**src/rtl/div_unit_pkg.sv**
```systemverilog
// Shared divider definitions: state encoding and handshake constants.
package div_unit_pkg;

  typedef enum logic [1:0] {
    DIV_IDLE   = 2'b00,
    DIV_BYZERO = 2'b01,
    DIV_ON     = 2'b10,
    DIV_END    = 2'b11
  } div_state_t;

  localparam logic DIV_RESULT_READY     = 1'b1;
  localparam logic DIV_RESULT_NOT_READY = 1'b0;
  localparam logic DIV_START            = 1'b1;
  localparam logic DIV_STOP             = 1'b0;

endpackage

```
**src/rtl/div_unit_step.sv**
```systemverilog
// One restoring division step: shift in the next dividend bit, trial
// subtract the divisor, keep the difference only when it is non-negative.
module div_unit_step #(
  parameter int DATA_W = 32
) (
  input  logic [DATA_W:0]   rem,
  input  logic              dvd_bit,
  input  logic [DATA_W-1:0] dvs,
  output logic [DATA_W:0]   rem_next,
  output logic              q_bit
);

  logic [DATA_W+1:0]        shifted;
  logic signed [DATA_W+1:0] diff;

  // Trial subtraction; one extra bit keeps the sign of the difference visible.
  always_comb begin
    shifted = {rem, dvd_bit};
    diff    = $signed(shifted) - $signed({2'b00, dvs});
    if (diff < 0) begin
      rem_next = shifted[DATA_W:0];
      q_bit    = 1'b0;
    end else begin
      rem_next = diff[DATA_W:0];
      q_bit    = 1'b1;
    end
  end

endmodule

```
**src/rtl/div_unit.sv**
```systemverilog
// Multi-cycle radix-2 restoring divider (DIV / DIVU) for the execute stage.
// Answers the hazard unit's start with a one-cycle ready pulse and returns
// {remainder, quotient} for the HI/LO write path.
module div_unit
  import div_unit_pkg::*;
#(
  parameter int DATA_W = 32,
  parameter int CNT_W  = 6
) (
  input  logic                clk,
  input  logic                rst,
  input  logic                start,
  input  logic                signed_div,
  input  logic                annul,
  input  logic [DATA_W-1:0]   opdata1,
  input  logic [DATA_W-1:0]   opdata2,
  output logic [2*DATA_W-1:0] result,
  output logic                ready
);

  div_state_t        state;
  logic [CNT_W-1:0]  cnt;
  logic [DATA_W-1:0] dvd_p0;
  logic [DATA_W-1:0] dvs_p0;
  logic [DATA_W:0]   rem_p0;
  logic [DATA_W-1:0] quo_p0;
  logic              neg_q_p0;
  logic              neg_r_p0;

  logic [DATA_W:0]   rem_next;
  logic              q_bit;
  logic [DATA_W-1:0] quo_final;

  // Magnitude of an operand; only signed operands with the MSB set are negated.
  function automatic logic [DATA_W-1:0] abs_val(input logic [DATA_W-1:0] v,
                                                input logic              sgn);
    return (sgn && v[DATA_W-1]) ? (~v + DATA_W'(1)) : v;
  endfunction

  // Two's-complement sign correction of an unsigned magnitude result.
  function automatic logic [DATA_W-1:0] cond_neg(input logic [DATA_W-1:0] v,
                                                 input logic              neg);
    return neg ? (~v + DATA_W'(1)) : v;
  endfunction

  div_unit_step #(.DATA_W(DATA_W)) u_step (
    .rem      (rem_p0),
    .dvd_bit  (dvd_p0[DATA_W-1]),
    .dvs      (dvs_p0),
    .rem_next (rem_next),
    .q_bit    (q_bit)
  );

  assign quo_final = {quo_p0[DATA_W-2:0], q_bit};

  // Divider FSM: operand capture, iteration, sign correction and ready pulse.
  always_ff @(posedge clk or negedge rst) begin
    if (!rst) begin
      state    <= DIV_IDLE;
      cnt      <= '0;
      dvd_p0   <= '0;
      dvs_p0   <= '0;
      rem_p0   <= '0;
      quo_p0   <= '0;
      neg_q_p0 <= 1'b0;
      neg_r_p0 <= 1'b0;
      result   <= '0;
      ready    <= DIV_RESULT_NOT_READY;
    end else begin
      ready <= DIV_RESULT_NOT_READY;
      if (annul) begin
        state <= DIV_IDLE;
      end else begin
        case (state)
          // Capture stage: operands reduced to magnitudes, signs remembered.
          DIV_IDLE: begin
            if (start == DIV_START) begin
              dvd_p0   <= abs_val(opdata1, signed_div);
              dvs_p0   <= abs_val(opdata2, signed_div);
              rem_p0   <= '0;
              quo_p0   <= '0;
              cnt      <= '0;
              neg_q_p0 <= signed_div & (opdata1[DATA_W-1] ^ opdata2[DATA_W-1]);
              neg_r_p0 <= signed_div & opdata1[DATA_W-1];
              state    <= (opdata2 == '0) ? DIV_BYZERO : DIV_ON;
            end
          end
          DIV_BYZERO: begin
            result <= '0;
            ready  <= DIV_RESULT_READY;
            state  <= DIV_END;
          end
          // Iteration stage: one quotient bit per cycle, MSB first.
          DIV_ON: begin
            rem_p0 <= rem_next;
            quo_p0 <= quo_final;
            dvd_p0 <= {dvd_p0[DATA_W-2:0], 1'b0};
            cnt    <= cnt + CNT_W'(1);
            if (cnt == CNT_W'(DATA_W - 1)) begin
              result <= {cond_neg(rem_next[DATA_W-1:0], neg_r_p0),
                         cond_neg(quo_final, neg_q_p0)};
              ready  <= DIV_RESULT_READY;
              state  <= DIV_END;
            end
          end
          DIV_END: begin
            state <= DIV_IDLE;
          end
          default: begin
            state <= DIV_IDLE;
          end
        endcase
      end
    end
  end

endmodule

```
**config.mk**
```make
export PLATFORM = sky130hd
export DESIGN_NAME = div_unit
export DESIGN_NICKNAME = d
export VERILOG_FILES = /design/src/rtl/div_unit_pkg.sv /design/src/rtl/div_unit_step.sv /design/src/rtl/div_unit.sv
export SDC_FILE = /design/constraint.sdc
export NUM_CORES = 1
export LEC_CHECK = 0
export BUFFER_PORTS_ARGS = -buffer_cell sky130_fd_sc_hd__buf_2
export CORE_AREA = 2 2 188 208
export CTS_CLUSTER_SIZE = 25
export DETAILED_ROUTE_END_ITERATION = 12
export DIE_AREA = 0 0 190 210
export SYNTH_ARGS = -nofsm -noshare
export SYNTH_HDL_FRONTEND = slang
export SYNTH_SLANG_ARGS = --single-unit
```
**constraint.sdc**
```tcl
create_clock -name clk -period 8.12 [get_ports clk]
set_input_delay 0.812 -clock clk [delete_from_list [all_inputs] [get_ports clk]]
set_output_delay 0.812 -clock clk [all_outputs]
set_load 0.1 [all_outputs]
```
Yosys cells after proc, flatten, opt, wreduce, memory -nomap -nowiden
Cells that the tools add are included.
Widths: inputs -> output; s select.
{"block": "word_totals", "register_bits": 203, "latchBits": 0, "mem_bits_rw": 0, "mem_bits_ro": 0, "inputBits": 69, "elab_cells": 67, "mem_count": 0}
{"block": "classes", "add_sub_neg": 6, "n_mul": 0, "n_div": 0, "magnitude_cmp": 1, "n_eq_ne": 8, "shift": 0, "mux": 24, "bitwise_logic": 8, "reduce_logical": 10}
{"op": "$mux 32", "count": 5}
{"op": "$add 32x1->32 const B", "count": 4}
{"op": "$not 32->32", "count": 4}
{"op": "$pmux 64 s2", "count": 1}
{"op": "$mux 33", "count": 2}
{"op": "$pmux 33 s2", "count": 1}
{"op": "$mux 64", "count": 1}
{"op": "$pmux 32 s2", "count": 1}
{"op": "$pmux 31 s2", "count": 1}
{"op": "$lt 34x1->1 const B", "count": 1}
{"op": "$sub 34x33->34", "count": 1}
{"op": "$logic_not 32->1", "count": 1}
{"op": "$mux 31", "count": 1}
{"op": "$pmux 6 s2", "count": 1}
{"op": "$reduce_and 3->1", "count": 3}
{"op": "$mux 2", "count": 4}
{"op": "$pmux 2 s4", "count": 1}
{"op": "$add 6x1->6 const B", "count": 1}
{"op": "$eq 6x5->1 const B", "count": 1}
{"op": "$mux 6", "count": 1}
{"op": "$ne 3x3->1 const B", "count": 2}
{"op": "$eq 2x2->1 const B", "count": 2}
{"op": "$ne 2x2->1 const B", "count": 2}
{"op": "$reduce_bool 2->1", "count": 2}
{"op": "9 further kinds", "count": 13}

Logic depth before layout (Yosys ltp)
{"block": "depth", "depth_word": 8, "mapped_depth": 24}

Modules after synthesis
From an unflattened synthesis, not the netlist that was laid out.
{"block": "hier_totals", "cells_unflattened": 1562, "area_unflattened_um2": 13055.0}
{"module": "div_unit", "n_inst": 1, "cells_each": 1234, "area_each_um2": 10884.2}
{"module": "div_unit_step", "n_inst": 1, "cells_each": 328, "area_each_um2": 2170.8}

Worst setup path after synthesis
OpenSTA, ideal clock, no wires.
{"block": "synth_timing", "path_kind": "reg2reg", "start": "register rem_p0[13]", "end": "register result[62]", "arrival_time_ns": 4.914, "required_time_ns": 7.990, "path_slack_ns": 3.076, "path_stages_with_launch": 22, "period_less_slack_ns": 5.044, "path_cell_list": "dfrtp_1 > ha_1 > buf_2 > nand2_1 > or4_4 > a211oi_2 > nor3_1 > nor4b_2 > nor3_4 > inv_2 > buf_2 > buf_2 > mux2i_1 > ha_1 > inv_1 > nor2_1 > or4bb_1 > mux2i_1 > nand3_1 > o41ai_2 > xnor2_1 > o21ai_1"}
{"block": "synth_via", "elab_chain_len": 8}
{"item": "start: declaration", "line_no": "div_unit.sv:25", "rtl": "logic [DATA_W:0] rem_p0;"}
{"item": "start signal: assignment", "line_no": "div_unit.sv:95", "rtl": "rem_p0 <= rem_next;"}
{"item": "$sub 34x33->34", "line_no": "div_unit_step.sv:19", "rtl": "diff = $signed(shifted) - $signed({2'b00, dvs});"}
{"item": "$lt 34x1->1", "line_no": "div_unit_step.sv:20", "rtl": "if (diff < 0) begin"}
{"item": "$mux 33 (*)", "line_no": "div_unit_step.sv:20"}
{"item": "$not 32->32", "line_no": "div_unit.sv:43", "rtl": "return neg ? (~v + DATA_W'(1)) : v;"}
{"item": "$add 32x1->32", "line_no": "div_unit.sv:43"}
{"item": "$mux 32 (*)", "line_no": "div_unit.sv:43"}
{"item": "$mux 64 (*)", "line_no": "div_unit.sv:99", "rtl": "if (cnt == CNT_W'(DATA_W - 1)) begin"}
{"item": "$pmux 64 s2 (*)", "line_no": "div_unit.sv:74", "rtl": "case (state)"}
{"item": "end signal: assignment", "line_no": "div_unit.sv:100", "rtl": "result <= {cond_neg(rem_next[DATA_W-1:0], neg_r_p0),"}
{"item": "end: declaration", "line_no": "div_unit.sv:17", "rtl": "output logic [2*DATA_W-1:0] result,"}
Every way passes the cells marked *; elsewhere a longest branch is shown, timed or not. The select of a mux whose other input is x is not followed.
A chain may end at the register's enable or synchronous reset.

Worst setup path in the final report
Same ends and word-level chain as after synthesis.

==> qor.csv <==
stage,metric,value,unit
outcome,outcome,finished clean,
floorplan,io_pins,134,
floorplan,die-area,39900,um2
global_route,grt_start_max_net_pins,74,
timing,fin_ws,2.06,ns
timing,whs,0.294,ns
floorplan,rows,75,
timing,worstMarginPinSlew,1.15,ns
timing,fin_crit,6.06,ns
setup_path,end_kind,flip-flop,
finish,fill_cells,3860,
cts,cts_buffer_depth,3,
synth,synth_ff_type,dfrtp_1,
synth,yosys_warnings,0,
floorplan,fp.dieH,210,um
route,postRouteAntennaNets,0,
finish,syn_to_final_growth,14.3,%
timing,clock-skew-final,0.0161,ns
global_route,grt_pass1_vias,11200,
place,port_buffers,133,
route,wl_per_cell,17.1,um
place,gp_congestion,0.887,
floorplan,die_w,190,um
cts,path_clk_slew,0.06,ns
timing,setup_tns,0,ns
cts,cts.sinks,203,
synth,synth_top_area_share,38.8,%
cts,cts_setup_buffers,0,
finish,nets,1776,
cts,cts_root_buf,clkbuf_16,
place,dp.cells,2141,
global_route,grt.total_usage,18.7,%
global_route,overflow,0,
synth,synth_area_leaders,"dfrtp_1, nand2_1, o21ai_0",
route,wl,37300,um
setup_path,worstPathArrival,6.44,ns
timing,maxSlewViolCount,0,
synth,synth-seq-cells,203,
timing,rsz0062_at_grt,false,
timing,post-route-period-util,74.6,%
power_and_ir_drop,p_leak,6.90,nW
route,drc,0,
power_and_ir_drop,p_per_area,250,nW/um2
cts,numCtsBuffers,23,
synth,synth_top_cell_by_area,dfrtp_1,
synth,seq_area_frac_synth,38.8,%
synth,synth-edff-count,0,
timing,finalHoldViolations,0,
route,drt-initial-drc-count,831,
setup_path,path_class,reg -> reg,
cts,clk_latency,0.54,ns
global_route,grt_pass1_wl,60300,um
cts,cts_tree,yes,
synth,postSynthAreaPerCell,8.29,um2
setup_path,startpoint_type,flip-flop,
place,dpl.hpwl,27700,um
global_route,grt_antenna_before_repair,3,
floorplan,start_util,34.6,%
job,cap_violations,0,
cts,htreeDepth,1,
place,dpl_worst_slack,2.15,ns
route,vias_per_cell,5.27,
synth,syn_inst,1578,
cts,cts_resized,0,
finish,n_antenna_cell,0,
finish,layout_common_cells,"nand2_1, dfrtp_1, o21ai_0, buf_2, a21oi_1",
cts,hold_buffers,0,
floorplan,core-area,37800,um2
route,dr.pass1.iters,5,
timing,setup_viol,0,
timing,slew_headroom,23.3,%
synth,ys_types,75,
power_and_ir_drop,vdd_ir_drop_max,0.196,mV
synth,synthArstFlopShare,100,%
finish,drive_gt1_share,12.5,%
hold_path,hp-class,in -> async,
route,vias,11500,
synth,syn-cell-area,13100,um2
timing,fmax,0.165,GHz
setup_path,critPathMaxFanout,45,
finish,final_common_cell,nand2_1,
synth,synth_fp_nets,1688,
setup_path,required,8.50,ns
finish,final_cells,2179,
-- critical path, cell delays in order, from the launching register on --
cell	delay, ns
dfrtp_1	0.44
ha_1	0.50
nand2_1	0.15
or4_4	0.54
a211oi_2	0.24
nor3_1	0.14
nor4b_2	0.55
nor3_4	0.07
inv_2	0.66
mux2i_1	0.37
ha_1	0.34
inv_1	0.09
nor2_1	0.11
or4bb_1	0.39
mux2i_1	0.33
nand3_1	0.29
o41ai_2	0.45
xnor2_1	0.16
o21ai_1	0.07
-- cells in the mapped netlist (3+ instances only) --
master / number
dfrtp_1: 203
ha_1: 40
o21a_1: 8
a211oi_2: 3
nor2b_1: 9
xor2_1: 71
a22o_1: 5
buf_2: 6
clkbuf_1: 62
mux2i_1: 35
nand3_1: 49
or2_2: 7
a21oi_1: 87
and2_1: 11
a31oi_1: 7
nand2_1: 286
a211o_1: 6
buf_1: 10
or3_1: 29
nand4_1: 11
nor4_1: 16
nor4b_1: 3
a211oi_1: 9
nand3b_1: 3
nor3_1: 35
nor2_1: 84
o22ai_1: 17
o211ai_1: 4
inv_1: 55
a21o_1: 11
or4_1: 4
o21bai_1: 3
o41ai_1: 9
o21ai_1: 16
nor3b_1: 4
and3_1: 12
nand2b_1: 8
mux2_2: 4
o21ai_0: 190
o31ai_1: 26
xnor2_1: 75
o31ai_2: 3
a2111oi_0: 3
-- kinds of logic after synthesis --
| group | after synthesis | share of synthesized area [%] |
|---|---|---|
| AOI/OAI and AO/OA | 433 | 20.1 |
| muxes | 39 | 3.02 |
| buffers and inverters | 135 | 3.96 |
| DFF | 203 | 38.8 |
| xor gates and xnor gates | 146 | 9.77 |
| and+or+nand+nor | 581 | 20.4 |
| adders and majority gates | 41 | 3.98 |
-- worst paths after layout --
| kind | from | end | slack [ns] | cells past startpoint |
|---|---|---|---|---|
| min in group clk | result[39] | result[39] | 0.47 | 2 |
| max in group asynchronous | rst | rem_p0[24] | 6.48 | 2 |
| min reg2reg | result[39] | result[39] | 0.47 | 2 |
| max | rem_p0[13] | result[62] | 2.06 | 18 |
| max reg2reg | rem_p0[13] | result[62] | 2.06 | 18 |
| min | rst | dvs_p0[12] | 0.29 | 1 |
-- per-layer routing --
metal  up-vias  global-route usage (%)  routed length (um)
li1       5709                       -                   -
met1      5473                    26.4               17500
met2       247                    29.5               16800
met3        58                    3.05                2120
met4         6                    5.35                 877
met5         -                       0                  38
-- stage by stage --
step	cell area (um2)	utilization [%]	power [mW]
final	15000	39.5	3.74
after CTS	15000	39.5	3.76
after global placement	14200	37.5	2.61
after floorplan	13100	-	2.26
after detailed placement	14200	37.5	2.63
after global routing	15000	39.5	3.99
-- flip-flops by register name, indices dropped and copies added (netlist names) --
signal,flops
result,64
rem_p0,33
dvd_p0,32
dvs_p0,32
quo_p0,31
cnt,6
state,2
neg_q_p0,1
neg_r_p0,1
ready,1
-- final cells by class --
cell class,count,area (um2),share of cell area [%]
clock buffers,29,628,4.20
inverters,56,210,1.41
well taps,500,626,4.18
repair buffers,142,742,4.96
clock inverters,9,160,1.07
multi-input cells,1240,7510,50.2
flip-flops and latches,203,5080,34.0
-- where the power goes --
part	internal, mW	switching [mW]	leakage, nW	total [mW]
Combinational	0.453	0.885	3.77	1.34
Clock	0.674	0.440	0.391	1.11
Sequential	1.17	0.115	2.73	1.29
Total	2.30	1.44	6.90	3.74
Power figures use the tool's default switching activity.
